$ cat src/rtl/md_sequencer_pkg.sv
// Shared opcode, md_op and state encodings for the execute-stage multiply/divide sequencer.
// Also used by the E-stage controller that drives e_op.
package md_sequencer_pkg;

   localparam logic [3:0] MD_NONE  = 4'd0;
   localparam logic [3:0] MD_MULT  = 4'd1;
   localparam logic [3:0] MD_MULTU = 4'd2;
   localparam logic [3:0] MD_DIV   = 4'd3;
   localparam logic [3:0] MD_DIVU  = 4'd4;
   localparam logic [3:0] MD_MTHI  = 4'd5;
   localparam logic [3:0] MD_MTLO  = 4'd6;
   localparam logic [3:0] MD_MFHI  = 4'd7;
   localparam logic [3:0] MD_MFLO  = 4'd8;

   localparam logic [1:0] MDOP_MULT  = 2'b00;
   localparam logic [1:0] MDOP_MULTU = 2'b01;
   localparam logic [1:0] MDOP_DIV   = 2'b10;
   localparam logic [1:0] MDOP_DIVU  = 2'b11;

   typedef enum logic {
      ST_IDLE = 1'b0,
      ST_BUSY = 1'b1
   } md_state_e;

   // Opcodes that occupy the iterative datapath.
   function automatic logic is_arith(input logic [3:0] op);
      return (op >= MD_MULT) && (op <= MD_DIVU);
   endfunction

   function automatic logic is_md(input logic [3:0] op);
      return (op >= MD_MULT) && (op <= MD_MFLO);
   endfunction

   function automatic logic [1:0] md_op_enc(input logic [3:0] op);
      logic [3:0] t;
      t = op - 4'd1;
      return t[1:0];
   endfunction

endpackage

$ cat src/rtl/md_latency_counter.sv
// Loadable down-counter for fixed-latency sequencing; expire marks the last counted cycle.
module md_latency_counter #(
   parameter int CNT_W = 4
) (
   input  logic             clk,
   input  logic             reset,
   input  logic             load,
   input  logic [CNT_W-1:0] load_val,
   input  logic             dec,
   output logic             expire
);

   logic [CNT_W-1:0] cnt;

   always_ff @(posedge clk or posedge reset) begin
      if (reset)
         cnt <= '0;
      else if (load)
         cnt <= load_val;
      else if (dec && (cnt != '0))
         cnt <= cnt - 1'b1;
   end

   assign expire = (cnt == CNT_W'(1));

endmodule

$ cat src/rtl/md_sequencer.sv
// Execute-stage multiply/divide sequencer: issue, latency count, HI/LO write enables, stall.
// Build option: MD_DONE_HANDSHAKE_EN ends BUSY on md_done instead of the latency counter.
module md_sequencer
   import md_sequencer_pkg::*;
#(
   parameter int MULT_CYCLES = 5,
   parameter int DIV_CYCLES  = 10,
   parameter int CNT_W       = 4
) (
   input  logic       clk,
   input  logic       reset,
   input  logic       e_valid,
   input  logic [3:0] e_op,
   input  logic       e_divisor_zero,
   input  logic       d_is_md,
   output logic       md_start,
   output logic [1:0] md_op,
   input  logic       md_done,
   output logic       hi_we,
   output logic       lo_we,
   output logic       hilo_src,
   output logic       busy,
   output logic       stall_md,
   output logic       illegal
);

   md_state_e        state, state_nxt;
   logic             div0_q;
   logic [1:0]       op_q;
   logic             e_arith, e_md, e_is_div, issue, finish, cnt_expire;
   logic [CNT_W-1:0] load_val;

   assign e_arith  = e_valid && is_arith(e_op);
   assign e_md     = e_valid && is_md(e_op);
   assign e_is_div = (e_op == MD_DIV) || (e_op == MD_DIVU);
   assign issue    = (state == ST_IDLE) && e_arith;
   assign load_val = e_is_div ? CNT_W'(DIV_CYCLES) : CNT_W'(MULT_CYCLES);

   md_latency_counter #(.CNT_W(CNT_W)) u_cnt (
      .clk      (clk),
      .reset    (reset),
      .load     (issue),
      .load_val (load_val),
      .dec      (state == ST_BUSY),
      .expire   (cnt_expire)
   );

`ifdef MD_DONE_HANDSHAKE_EN
   logic cnt_expire_unused;
   assign cnt_expire_unused = cnt_expire;
   assign finish = (state == ST_BUSY) && md_done;
`else
   logic md_done_unused;
   assign md_done_unused = md_done;
   assign finish = (state == ST_BUSY) && cnt_expire;
`endif

   always_ff @(posedge clk or posedge reset) begin
      if (reset)
         state <= ST_IDLE;
      else
         state <= state_nxt;
   end

   // Divide-by-zero is captured at issue so the final cycle can suppress the write.
   always_ff @(posedge clk or posedge reset) begin
      if (reset) begin
         div0_q <= 1'b0;
         op_q   <= MDOP_MULT;
      end else if (issue) begin
         div0_q <= e_is_div && e_divisor_zero;
         op_q   <= md_op_enc(e_op);
      end
   end

   always_comb begin
      state_nxt = state;
      unique case (state)
         ST_IDLE: if (issue)  state_nxt = ST_BUSY;
         ST_BUSY: if (finish) state_nxt = ST_IDLE;
         default:             state_nxt = ST_IDLE;
      endcase
   end

   // All outputs are held low while reset is asserted, even though E inputs may be live.
   always_comb begin
      md_start = 1'b0;
      md_op    = MDOP_MULT;
      hi_we    = 1'b0;
      lo_we    = 1'b0;
      hilo_src = 1'b0;
      busy     = 1'b0;
      stall_md = 1'b0;
      illegal  = 1'b0;
      if (!reset) begin
         md_op = op_q;
         unique case (state)
            ST_IDLE: begin
               if (issue) begin
                  md_start = 1'b1;
                  md_op    = md_op_enc(e_op);
               end
               hi_we    = e_valid && (e_op == MD_MTHI);
               lo_we    = e_valid && (e_op == MD_MTLO);
               hilo_src = e_valid && ((e_op == MD_MTHI) || (e_op == MD_MTLO));
            end
            ST_BUSY: begin
               busy    = 1'b1;
               hi_we   = finish && !div0_q;
               lo_we   = finish && !div0_q;
               illegal = e_md;
            end
            default: ;
         endcase
         stall_md = d_is_md && (busy || e_arith);
      end
   end

endmodule

$ cat config.mk
export PLATFORM = sky130hd
export DESIGN_NAME = md_sequencer
export DESIGN_NICKNAME = d
export VERILOG_FILES = /design/src/rtl/md_sequencer_pkg.sv /design/src/rtl/md_latency_counter.sv /design/src/rtl/md_sequencer.sv
export SDC_FILE = /design/constraint.sdc
export NUM_CORES = 1
export LEC_CHECK = 0
export BUFFER_PORTS_ARGS = -buffer_cell sky130_fd_sc_hd__buf_4
export CORE_ASPECT_RATIO = 0.6
export CORE_UTILIZATION = 25
export DETAILED_ROUTE_END_ITERATION = 10
export GPL_TIMING_DRIVEN = 0
export PLACE_DENSITY = 0.48
export SLEW_MARGIN = 20
export SYNTH_ARGS = -nofsm -noshare
export SYNTH_HDL_FRONTEND = slang
export SYNTH_HIERARCHICAL = 1
export SYNTH_SLANG_ARGS = --single-unit
$ cat constraint.sdc
create_clock -name clk -period 1.8 [get_ports clk]
set_input_delay 0.18 -clock clk [delete_from_list [all_inputs] [get_ports clk]]
set_output_delay 0.18 -clock clk [all_outputs]
set_load 0.03 [all_outputs]
# Yosys cells after proc, flatten, opt, wreduce, memory -nomap -nowiden
# Index checks and enable logic that the tools add are counted.
[word_totals]
reg_bits = 8
[classes]
n_reduce_logical = 19
n_eq_ne = 5
add_sub_neg = 2
n_bitwise = 1
mux = 23
magnitude_cmp = 3
[ops]
columns = ["cell", "n"]
rows = [
  ["two-way mux 1 bit", 14],
  ["logical AND 1 bit", 13],
  ["equality test 4 x 3 -> 1 bit, second input constant", 3],
  ["two-way mux 4 bit", 3],
  ["two-way mux 2 bit", 3],
  ["case mux 1 bit (2 select lines)", 3],
  ["equality test 4 x 1 -> 1 bit, second input constant", 1],
  ["equality test 4 x 2 -> 1 bit, second input constant", 1],
  [">= comparator 4 x 1 -> 1 bit, second input constant", 1],
  ["<= comparator 4 x 3 -> 1 bit, second input constant", 1],
  ["<= comparator 4 bit, second input constant", 1],
  ["nonzero test 4 bit", 1],
  ["subtractor 4 x 1 -> 4 bit, second input constant", 1],
  ["logical OR 1 bit", 3],
  ["nonzero test 2 bit", 1],
  ["subtractor 2 x 1 -> 2 bit, second input constant", 1],
  ["zero test 1 bit", 1],
  ["NOT 1 bit", 1],
]

# Depth between registers and ports, before layout
[depth]
depth_word = 7
ltp_mapped = 8
ltp_nobuf = 7

# Hierarchy
# The synthesis kept the hierarchy.
[by_module_without_submodules]
columns = ["module", "seq_area_each_um2", "area_per_inst_um2", "instances", "cells_per_inst"]
rows = [
  ["md_sequencer", 100.1, 462.9, 1, 52],
  ["md_latency_counter", 100.1, 286.5, 1, 30],
]

# Least setup slack after synthesis
# OpenSTA, ideal clock, no wires.
[synth_timing]
path_kind = "register -> output"
start = "register state"
end = "output illegal"
t_arrival_ns = 1.601
required_ns = 1.620
slack_ns = 0.019
path_stages_with_launch = 4
cell_sequence = "dfrtp_1 buf_2 nor2b_1 and3_1"
[synth_between]
elab_chain_cells = 2
[synth_rtl]
columns = ["item", "line_no", "text"]
rows = [
  ["from (decl)", "md_sequencer.sv:27", "md_state_e state, state_nxt;"],
  ["from (signal assigned)", "md_sequencer.sv:62", "state <= state_nxt;"],
  ["two-way mux 1 bit", "md_sequencer.sv:97", "unique case (state)"],
  ["two-way mux 1 bit", "md_sequencer.sv:95", "if (!reset) begin"],
  ["to (decl)", "md_sequencer.sv:24", "output logic illegal"],
]
# Every way passes these cells.

# Final worst setup path
[layout_timing]
start = "input e_op[0]"
end = "output md_op[1]"
[layout_between]
elab_chain_cells = 7
[layout_rtl]
columns = ["item", "line_no", "text"]
rows = [
  ["from (decl)", "md_sequencer.sv:13", "input logic [3:0] e_op,"],
  [">= comparator 4 x 1 -> 1 bit or <= comparator 4 x 3 -> 1 bit (tied branches)", "md_sequencer_pkg.sv:27", "return (op >= MD_MULT) && (op <= MD_DIVU);"],
  ["logical AND 1 bit (*)", "md_sequencer_pkg.sv:27", ""],
  ["logical AND 1 bit (*)", "md_sequencer.sv:33", "assign e_arith = e_valid && is_arith(e_op);"],
  ["logical AND 1 bit (*)", "md_sequencer.sv:36", "assign issue = (state == ST_IDLE) && e_arith;"],
  ["via issue", "md_sequencer.sv:30", "logic e_arith, e_md, e_is_div, issue, finish, cnt_expire;"],
  ["two-way mux 2 bit (*)", "md_sequencer.sv:99", "if (issue) begin"],
  ["two-way mux 2 bit (*)", "md_sequencer.sv:97", ""],
  ["two-way mux 2 bit (*)", "md_sequencer.sv:95", ""],
  ["to (decl)", "md_sequencer.sv:17", "output logic [1:0] md_op,"],
]
# Mark *: on every way through the listed nets, which the timed path passes. The rest lies on a longest branch.

==> impl_metrics.env <==
export IMPL_report_final_setup_viol=0
export IMPL_critPathCaptureType="output port"
export IMPL_drt_first_iter_violations=16
export IMPL_finish_utilization_pct=40.6
export IMPL_worstPathBufferInverterCount=3
export IMPL_ys_ff_latch=8
export IMPL_worstPathCellList="buf_4 > inv_4 > ha_4 > and2b_4 > nor4_4 > mux2_4 > buf_6"
export IMPL_criticalPathCategory="input pin to output port"
export IMPL_detailedPlacementHpwl_um=1400
export IMPL_clock_tree_htree_level_count=1
export IMPL_core_area_um2=2660
export IMPL_p_comb_share_pct=53.6
export IMPL_vias=669
export IMPL_r2r_end="u_cnt/cnt[3]$_DFFE_PP0P_"
export IMPL_ctsRootBufferMaster="sky130_fd_sc_hd__clkbuf_8"
export IMPL_clkTransAtPathRegs_ns=0.04
export IMPL_timing_clock_skew_ns=0.00147
export IMPL_cpMaxStageDelayCell="sky130_fd_sc_hd__nor4_4"
export IMPL_tritoncts="built"
export IMPL_critical_path_startpoint_type="input pin"
export IMPL_largest_net_degree_at_the_start_of_global_routing=11
export IMPL_worstReg2RegStart="state$_DFF_PP0_"
export IMPL_chipWidth_um=72.7
export IMPL_layout_worst_path_cycle_share_pct=98.5
export IMPL_cellPowerDensity_nw_per_um2=1170
export IMPL_design_portCount=19
export IMPL_grt_overflow_total=0
export IMPL_synth_area_um2=749
export IMPL_numClockSinks=8
export IMPL_route_detailed_vias_per_inst=4.55
export IMPL_yosysWarnings=6
export IMPL_timing_hold_worst_class="input pin to async pin"
export IMPL_critical_path_required_ns=1.62
export IMPL_setup_reg_to_reg_worst_slack_ns=0.10
export IMPL_ant_nets=0
export IMPL_finalMaxSlewViolations=0
export IMPL_yosysSeqAreaShare_pct=26.7
export IMPL_cts_buffers=3
export IMPL_clk_insertion_delay_late_ns=0.22
export IMPL_antenna_cells=0
export IMPL_drv_max_cap_violation_count=0
export IMPL_vdd_ir_drop_max_v=0.000484
export IMPL_worst_slew_pin_transition_ns=0.421
export IMPL_intPower_mw=0.747
export IMPL_report_power_total_mw=1.26
export IMPL_final_hold_viol_count=0
export IMPL_die_h_um=44.4
export IMPL_switchingPower_mw=0.517
export IMPL_share_clk_of_total_power_pct=16.8
export IMPL_distinct_cell_type_count_after_synthesis=36
export IMPL_result_of_the_run="finished clean"
export IMPL_rsz0062_at_grt="yes"
export IMPL_power_sequential_fraction_pct=29.6
export IMPL_first_global_vias=623
export IMPL_multi_input_area_um2=546
export IMPL_firstDrtPassIters=4
export IMPL_timing_critical_path_arrival_ns=1.59
export IMPL_global_route_usage_total_pct=12.6
export IMPL_swShare_pct=40.9
export IMPL_timing_reg2reg_worst_path_depth=5
export IMPL_grt_first_pass_wirelength_um=3030
export IMPL_layout_cell_share_with_drive_strength_beyond_1_pct=40.2
export IMPL_regArea_um2=201
export IMPL_synthesis_instances=82
export IMPL_io_buffer_count=16
export IMPL_cp_slowest_stage_delay_ns=0.39
export IMPL_crit_family="simple AND/OR/NAND/NOR gates"
export IMPL_final_layout_fill_cell_count=282
export IMPL_timing_critical_path_fanout_max=4
export IMPL_area_growth_synth_to_final_pct=44.4
export IMPL_wl_per_cell_um=12.7
export IMPL_routed_wl_um=1870
export IMPL_synth_area_per_cell_um2=9.14
export IMPL_nNetsFinal=125
export IMPL_synthesis_nets=98
export IMPL_dieArea_um2=3230
export IMPL_leakage_nw=0.480
export IMPL_timing_fmax_ghz=0.564
export IMPL_post_route_min_period_ns=1.77
export IMPL_gp_congestion=0.781
export IMPL_max_slew_margin_pct=71.9
export IMPL_grt_antenna_before_repair=0
export IMPL_ctsLongestPathBuffers=2
export IMPL_rows=14
export IMPL_floorplan_initialDensity_pct=28.1
export IMPL_remaining_drc_errors=0
==> cells by family after synthesis <==
group	Yosys count	synth area share, %
adder cells (fa/ha/maj)	6	10.0
flip-flops	8	26.7
buffers and inverters	13	7.68
AND/OR/NAND/NOR	34	32.9
AO/OA/AOI/OAI	14	13.0
multiplexers	7	9.68
==> Yosys cell counts <==
master / n / share of area [%]
sky130_fd_sc_hd__nand2b_1: 1 / 0.84
sky130_fd_sc_hd__buf_4: 2 / 2.0
sky130_fd_sc_hd__or3b_4: 1 / 1.5
sky130_fd_sc_hd__and2b_4: 1 / 1.3
sky130_fd_sc_hd__o211ai_1: 1 / 1.0
sky130_fd_sc_hd__o311a_1: 1 / 1.3
sky130_fd_sc_hd__clkbuf_1: 1 / 0.50
sky130_fd_sc_hd__nand3_1: 1 / 0.67
sky130_fd_sc_hd__and3_1: 1 / 0.84
sky130_fd_sc_hd__or3b_2: 1 / 1.2
sky130_fd_sc_hd__or2b_1: 1 / 1.0
sky130_fd_sc_hd__nor3b_2: 1 / 1.7
sky130_fd_sc_hd__and4b_1: 1 / 1.3
sky130_fd_sc_hd__nand3b_1: 1 / 1.0
sky130_fd_sc_hd__nor2_1: 4 / 2.0
sky130_fd_sc_hd__nor2b_1: 4 / 3.3
sky130_fd_sc_hd__mux2i_1: 5 / 6.7
sky130_fd_sc_hd__inv_1: 9 / 4.5
sky130_fd_sc_hd__a31oi_1: 1 / 0.84
sky130_fd_sc_hd__buf_2: 1 / 0.67
sky130_fd_sc_hd__o21ai_1: 2 / 1.3
sky130_fd_sc_hd__a221o_1: 1 / 1.3
sky130_fd_sc_hd__ha_1: 6 / 10
sky130_fd_sc_hd__nor4b_2: 1 / 2.0
sky130_fd_sc_hd__dfrtp_1: 8 / 27
sky130_fd_sc_hd__o311ai_1: 1 / 1.2
sky130_fd_sc_hd__nor4_4: 1 / 2.8
sky130_fd_sc_hd__a21oi_1: 4 / 2.7
sky130_fd_sc_hd__nor3_1: 3 / 2.0
sky130_fd_sc_hd__nand4b_1: 2 / 2.3
sky130_fd_sc_hd__nand2_1: 4 / 2.0
sky130_fd_sc_hd__o41ai_1: 1 / 1.2
sky130_fd_sc_hd__a31o_1: 1 / 1.2
sky130_fd_sc_hd__a21boi_0: 1 / 1.0
sky130_fd_sc_hd__mux2_2: 2 / 3.0
sky130_fd_sc_hd__nor3b_1: 5 / 5.0
==> state kept, by name, indices dropped and copies added (netlist names) <==
signal / count
state: 1
u_cnt/cnt: 4
op_q: 2
div0_q: 1
==> through the flow <==
stage / setup TNS (ns) / hold WS (ns) / instance area, um2 / setup WS, ns / instances
after floorplan: 0 / -0.0539 / 749 / 0.0191 / 82
after global placement: -0.888 / 0.0844 / 920 / -0.238 / 138
after detailed placement: -0.980 / 0.0844 / 920 / -0.259 / 138
after CTS: 0 / 0.129 / 1020 / 0.00373 / 143
after global routing: -0.00574 / 0.198 / 1080 / -0.00301 / 147
final: 0 / 0.145 / 1080 / 0.0263 / 147
==> layout by cell type (no fill, tap or decap), drive strengths merged, types with 2 or more instances in the layout <==
cell type and count:
a21oi 4, buf 24, clkbuf 4, dfrtp 8
ha 6, inv 9, mux2 2, mux2i 5
nand2 4, nand4b 2, nor2 4, nor2b 4
nor3 3, nor3b 6, o21ai 2, or3b 2
==> worst reg2reg max path: cells and delay by family, from the launching register on <==
kind	cells	cell delay (ns)
flip-flops	1	0.47
buffers and inverters	2	0.33
AND/OR/NAND/NOR	2	0.44
AO/OA/AOI/OAI	1	0.33
==> worst max path at each step <==
stage	startpoint	end	slack [ns]	depth (start not counted)
global route	e_op[0]	md_op[1]	-0.003	7
floorplan	state$_DFF_PP0_	illegal	0.02	3
CTS	e_op[1]	md_op[1]	0.004	7
detailed placement	e_op[0]	u_cnt/cnt[3]$_DFFE_PP0P_	-0.26	8
finish	e_op[0]	md_op[1]	0.03	7
global placement	e_op[0]	u_cnt/cnt[3]$_DFFE_PP0P_	-0.24	8
==> metal layers <==
layer  global-route usage, %  wire, um  share of wire (%)  vias to the layer above
met1                    19.1      1080                 58                      319
met2                    18.5       750                 40                        7
met3                    3.42        43                2.3                        0
met4                    1.18         0                  0                        0
li1                        -         -                  -                      343
met5                       0         0                  0                        -
==> final cells by class <==
class	instances	share of cell area, %
Timing Repair Buffer	22	16.5
Buffer	4	2.43
Sequential cell	8	18.6
Inverter	9	3.58
Multi-Input combinational cell	61	50.4
Clock buffer	3	3.82
Tap cell	40	4.62
==> power by group through the flow <==
stage / combinational (mW) / sequential (mW) / clock, mW
4_1_cts: 0.640 / 0.361 / 0.221
6_report: 0.677 / 0.375 / 0.212
5_1_grt: 0.741 / 0.384 / 0.232
2_1_floorplan: 0.444 / 0.334 / 0
3_5_place_dp: 0.589 / 0.361 / 0
3_3_place_gp: 0.585 / 0.362 / 0
==> repair_timing <==
| action | CTS | global route |
|---|---|---|
| setup buffers | 1 | 4 |
| endpoints found under the hold margin | 4 | 0 |
| hold buffers | 1 | 0 |
| setup endpoints to repair | 3 | 6 |
| pin swaps | 2 | 3 |
| gates resized for setup | 8 | 10 |
(Power assumes the default switching activity.)
